--- src/rtl/tile_rom_arbiter.sv ---
// Round-robin arbiter that shares one synchronous tile/sprite ROM read port
// among N pixel-fetch requesters. At most one read is issued per clock. The
// requester ID travels alongside the ROM latency, and each read comes back as
// a tagged, registered response.
module tile_rom_arbiter #(
    parameter int unsigned N       = 4,
    parameter int unsigned ADDR_W  = 12,
    parameter int unsigned DATA_W  = 24,
    parameter int unsigned ROM_LAT = 1,
    parameter int unsigned IDW     = $clog2(N)
) (
    input  logic                  Clk,
    input  logic                  Reset_n,
    input  logic                  hold,
    input  logic [N-1:0]          req,
    input  logic [N*ADDR_W-1:0]   req_addr,
    output logic [N-1:0]          gnt,
    output logic [ADDR_W-1:0]     rom_addr,
    input  logic [DATA_W-1:0]     rom_data,
    output logic                  rsp_valid,
    output logic [IDW-1:0]        rsp_id,
    output logic [DATA_W-1:0]     rsp_data,
    output logic                  busy
);

    logic [IDW-1:0] rr_ptr;
    logic           grant_any;
    logic [IDW-1:0] grant_id;
    logic           pipe_valid [ROM_LAT];
    logic [IDW-1:0] pipe_id    [ROM_LAT];

    // Pick the first requester at or after rr_ptr, wrapping modulo N (not 2^IDW).
    always_comb begin
        int unsigned idx;
        idx       = 0;
        grant_any = 1'b0;
        grant_id  = '0;
        if (Reset_n && !hold) begin
            for (int unsigned k = 0; k < N; k++) begin
                idx = 32'(rr_ptr) + k;
                if (idx >= N) begin
                    idx = idx - N;
                end
                if (!grant_any && req[idx[IDW-1:0]]) begin
                    grant_any = 1'b1;
                    grant_id  = idx[IDW-1:0];
                end
            end
        end
    end

    // One-hot grant and the granted requester's address for the ROM port.
    always_comb begin
        gnt      = '0;
        rom_addr = '0;
        if (grant_any) begin
            gnt[grant_id] = 1'b1;
            rom_addr      = req_addr[32'(grant_id) * ADDR_W +: ADDR_W];
        end
    end

    // Round-robin pointer moves past the winner; it holds when nothing is granted.
    always_ff @(posedge Clk or negedge Reset_n) begin
        if (!Reset_n) begin
            rr_ptr <= '0;
        end else if (grant_any) begin
            rr_ptr <= (grant_id == IDW'(N - 1)) ? '0 : grant_id + 1'b1;
        end
    end

    // {valid, id} shift register that tracks the ROM read latency.
    always_ff @(posedge Clk or negedge Reset_n) begin
        if (!Reset_n) begin
            for (int unsigned s = 0; s < ROM_LAT; s++) begin
                pipe_valid[s] <= 1'b0;
                pipe_id[s]    <= '0;
            end
        end else begin
            pipe_valid[0] <= grant_any;
            pipe_id[0]    <= grant_id;
            for (int unsigned s = 1; s < ROM_LAT; s++) begin
                pipe_valid[s] <= pipe_valid[s-1];
                pipe_id[s]    <= pipe_id[s-1];
            end
        end
    end

    // Capture the ROM word when the last stage is valid; id/data otherwise hold.
    always_ff @(posedge Clk or negedge Reset_n) begin
        if (!Reset_n) begin
            rsp_valid <= 1'b0;
            rsp_id    <= '0;
            rsp_data  <= '0;
        end else begin
            rsp_valid <= pipe_valid[ROM_LAT-1];
            if (pipe_valid[ROM_LAT-1]) begin
                rsp_id   <= pipe_id[ROM_LAT-1];
                rsp_data <= rom_data;
            end
        end
    end

    // Busy covers the current grant and every read still inside the pipeline.
    always_comb begin
        busy = grant_any;
        for (int unsigned s = 0; s < ROM_LAT; s++) begin
            busy = busy | pipe_valid[s];
        end
    end

endmodule

--- config.mk ---
export PLATFORM = sky130hd
export DESIGN_NAME = tile_rom_arbiter
export DESIGN_NICKNAME = d
export VERILOG_FILES = /design/src/rtl/tile_rom_arbiter.sv
export SDC_FILE = /design/constraint.sdc
export NUM_CORES = 1
export LEC_CHECK = 0
export ABC_CLOCK_PERIOD_IN_PS = 2900
export CAP_MARGIN = 20
export CORE_UTILIZATION = 31
export CTS_CLUSTER_SIZE = 16
export DETAILED_ROUTE_END_ITERATION = 6
export PLACE_DENSITY = 0.75
export SETUP_SLACK_MARGIN = 0.1
export SLEW_MARGIN = 30
export SYNTH_ARGS = -nofsm -noshare
export SYNTH_HDL_FRONTEND = slang
export SYNTH_SLANG_ARGS = --single-unit
export TNS_END_PERCENT = 1
--- constraint.sdc ---
create_clock -name Clk -period 2.9 [get_ports Clk]
set_input_delay 0.87 -clock Clk [delete_from_list [all_inputs] [get_ports Clk]]
set_output_delay 0.87 -clock Clk [all_outputs]
set_load 0.005 [all_outputs]
==> run summary, run 1 <==
* finished with violations — result of the run
* negative setup slack — violated checks
* 0 — final slew viol count
* 19.4% — All-Layer GR Usage
* 1.55 nW — reported leakage power
* sky130_fd_sc_hd__dfrtp_1 (47%), sky130_fd_sc_hd__mux2_2 (18%), sky130_fd_sc_hd__mux2i_1 (7.7%), sky130_fd_sc_hd__nor2_1 (5.8%), sky130_fd_sc_hd__o32ai_1 (5.7%) — largest cells by area after synthesis
* 2.74 ps — final setup skew
* 32 — number of register bits inferred by synthesis
* sky130_fd_sc_hd__clkdlybuf4s50_1 — most frequent standard cell in the layout excluding fill and tap cells
* 2030 ps — worst endpoint required time
* 11.5 um^2 — synthesized area divided by synthesized cell count
* 107% — final critical-path share of the clock period
* 2 — number of buffers on the longest clock path
* reg -> reg — path category of the worst min-delay check
* 3570 um^2 — final non-filler cell area
* 5 — cts bufs inserted
* 43.0% — power share of the combinational group
* 73.9% — Worst slew margin
* 0.322 GHz — Fmax achieved
* 437 nW/um^2 — power per standard cell area
* 27.1% — net switching fraction of the power
* 391 ps — worst slew pin tran
* 13.8 um — DR WL/cell
* sky130_fd_sc_hd__dfrtp_1 — Primary FF master, synth
* 110% — P&R area growth vs syn
* input port — kind of start point of the critical path
* sky130_fd_sc_hd__clkdlybuf4s50_1 (99), sky130_fd_sc_hd__dfrtp_1 (32), sky130_fd_sc_hd__mux2_2 (27) — leading cell types in the layout, fill and taps excluded
* 47.2% — fraction of synthesized cell area taken by the top area cell type
* 2230 ps — endpoint arrival time on the critical path
* 147 — cell count after synthesis
* 36 — drt first-iter violations
* 6 — CP max FO
* 0 — max-capacitance violation count
* 230 — number of nets in the synthesized netlist
* 26 — count of standard-cell rows
* 3100 ps — fin crit period
* done — TritonCTS clock tree
* 42.7% — proportion of layout cells with a drive suffix above 1
* in -> out — CP Class
* 0 — initial antenna violation count
* 3750 um — total half-perimeter wirelength after legalization and detailed placement
* 0 — DRC violation count after routing
* 0 — ANT cells
* 32.6% — effective utilization at floorplan
* -2590 ps — post-route setup TNS
* 100% — fraction of registers with async set/reset
* 76.0 um — die width
* 4.75 — number of vias per cell
* 0 — ANT nets after route
* 382 — post-layout net count
* 8800 um — first-pass GRT wire length
* 3170 um^2 — area post-placement
* 481 ps — worst slack on hold paths
* 0.738 — global placement routability congestion
* sky130_fd_sc_hd__dfrtp_1 — dominant cell type by area after synthesis
* 2 — H-tree levels
* 21.7% — Clk pwr share
* 47.2% — proportion of synthesized chip area in sequential cells
* 0 — total gr overflow
* true — unrepaired setup endpoints after global routing
* 33 — pin count of the biggest net entering global routing
* 0 — Final Hold Violating Endpoints
* 1.14 mW — design internal power
* 35.4% — part of the power in registers
* 1,908 — vias in the first global route
* 0 — EDFF count, synth
* primary output — sort of element at the end of the critical path
* -204 ps — least setup slack across all paths after layout
* 0 — number of warning messages in the yosys log
* 4 — TritonRoute pass-1 iters
* 123 — # IOs
* 0.000275 V — maximum VDD drop
* 5770 um^2 — area of the die
* 122 — count of buffers inserted at the top-level ports
* 5120 um — Total Wirelength
* 76.0 um — die outline height
* 32 — sinks on the clock net
* 423 uW — Sw Pwr
* 1,758 — DR vias
* 60 ps — Clock Pin Slew Worst Setup and Hold Paths
* 1700 um^2 — combined area of all synthesized cells
* 17 — Setup violations, final
* 5200 um^2 — standard cell core area
* 280 ps — Clk Latency, worst-skew pair
* 26 — distinct cell type count after synthesis
* sky130_fd_sc_hd__clkbuf_8 — root buffer cell
## synth_stat cells, types with 2 or more instances
master / count
sky130_fd_sc_hd__dfrtp_1: 32
sky130_fd_sc_hd__mux2_2: 27
sky130_fd_sc_hd__nor2_1: 26
sky130_fd_sc_hd__mux2i_1: 13
sky130_fd_sc_hd__o32ai_1: 11
sky130_fd_sc_hd__and2_1: 4
sky130_fd_sc_hd__clkbuf_1: 4
sky130_fd_sc_hd__ha_1: 4
sky130_fd_sc_hd__nand2_1: 3
sky130_fd_sc_hd__nand2b_1: 3
sky130_fd_sc_hd__buf_2: 2
sky130_fd_sc_hd__buf_6: 2
sky130_fd_sc_hd__inv_1: 2
sky130_fd_sc_hd__o22ai_1: 2
## registers in the layout, indices dropped and copies added (netlist names)
register    count
pipe_id         2
pipe_valid      1
rr_ptr          2
rsp_data       24
rsp_id          2
rsp_valid       1
## routing by layer
layer	track usage [%]	vias to the layer above	part of all wire, %
met4	9.23	0	2.0
met2	34.7	108	49
met3	5.27	8	8.4
li1	-	831	-
met1	21.2	811	40
met5	0	-	0
## power groups by stage
stage	sequential, mW	clock (mW)	combinational, mW
2_1_floorplan	0.564	0	0.224
6_report	0.552	0.338	0.671
4_1_cts	0.553	0.356	0.674
3_3_place_gp	0.557	0	0.596
5_1_grt	0.564	0.371	0.722
3_5_place_dp	0.561	0	0.601
## through the flow
stage	util, %	instances	total power, mW	setup WS [ps]
6_report	68.6	370	1.56	-204
5_1_grt	68.6	370	1.66	-311
4_1_cts	68.3	370	1.58	-197
3_5_place_dp	61.0	350	1.16	-960
3_3_place_gp	61.0	350	1.15	-941
2_1_floorplan	-	147	0.788	57.2
## critical path, cell delays in order
cell and delay [ps]:
sky130_fd_sc_hd__buf_8 100, sky130_fd_sc_hd__nand2b_4 130, sky130_fd_sc_hd__a211o_1 270, sky130_fd_sc_hd__o21ai_2 70, sky130_fd_sc_hd__or2_4 140, sky130_fd_sc_hd__buf_12 130, sky130_fd_sc_hd__buf_8 120, sky130_fd_sc_hd__inv_8 40
sky130_fd_sc_hd__ha_4 140, sky130_fd_sc_hd__and2_4 130, sky130_fd_sc_hd__buf_6 110
## layout make-up
class	count	area [um^2]
inverter	2	15.0
clock inverter	2	10.0
clock buffer	6	82.6
timing repair buffer	154	1510
tap	70	87.6
multi-input combinational	104	1060
fill	415	1630
sequential	32	801
## cells by family (layout without fill, tap and decap cells)
logic type               count (synthesis)  after routing  share of synthesized area [%]
AND/OR/NAND/NOR                         41             41                           11.2
multiplexers                            40             40                           25.6
flip-flops                              32             32                           47.2
AO/OA/AOI/OAI                           19             19                           9.37
buffers and inverters                   11            164                           3.69
adder cells (fa/ha/maj)                  4              4                           2.95
## path summary, 6_finish.rpt
kind                            cells after the start  slack, ps                  start                        to
worst max-delay path                               11       -200                 req[3]                    gnt[2]
worst min-delay path                                1        480   pipe_id[0]$_DFF_PN0_     rsp_id[0]$_DFFE_PN0P_
worst max register to register                      9        960  rr_ptr[1]$_DFFE_PN0P_     rr_ptr[1]$_DFFE_PN0P_
worst min register to register                      1        480   pipe_id[0]$_DFF_PN0_     rsp_id[0]$_DFFE_PN0P_
max in group asynchronous                           2       1790                Reset_n  rsp_data[21]$_DFFE_PN0P_
min in group asynchronous                           2        820                Reset_n  rsp_data[23]$_DFFE_PN0P_
## timing repair
action | CTS | global route
endpoints found under the setup margin | 17 | 17
cloned | 2 | 0
hold buffers | 0 | 0
gates resized for setup | 140 | 5
pin swaps | 21 | 1
buffers inserted | 11 | 0
(Power assumes the default switching activity.)
==> run 2: changes to the inputs <==
--- a/config.mk
+++ b/config.mk
@@ -12,7 +12,6 @@
 export DETAILED_ROUTE_END_ITERATION = 6
 export PLACE_DENSITY = 0.75
 export SETUP_SLACK_MARGIN = 0.1
-export SLEW_MARGIN = 30
 export SYNTH_ARGS = -nofsm -noshare
 export SYNTH_HDL_FRONTEND = slang
 export SYNTH_SLANG_ARGS = --single-unit
==> results of run 2 <==
No change in the layout: final DEF, timing and power equal those of run 1.
==> run 3: changes to the inputs <==
--- a/config.mk
+++ b/config.mk
@@ -8,8 +8,9 @@
 export ABC_CLOCK_PERIOD_IN_PS = 2900
 export CAP_MARGIN = 20
 export CORE_UTILIZATION = 31
-export CTS_CLUSTER_SIZE = 16
+export CTS_CLUSTER_SIZE = 25
 export DETAILED_ROUTE_END_ITERATION = 6
+export GPL_ROUTABILITY_DRIVEN = 0
 export PLACE_DENSITY = 0.75
 export SETUP_SLACK_MARGIN = 0.1
 export SYNTH_ARGS = -nofsm -noshare
==> results of run 3 <==
No change in the layout: final DEF, timing and power equal those of run 1.
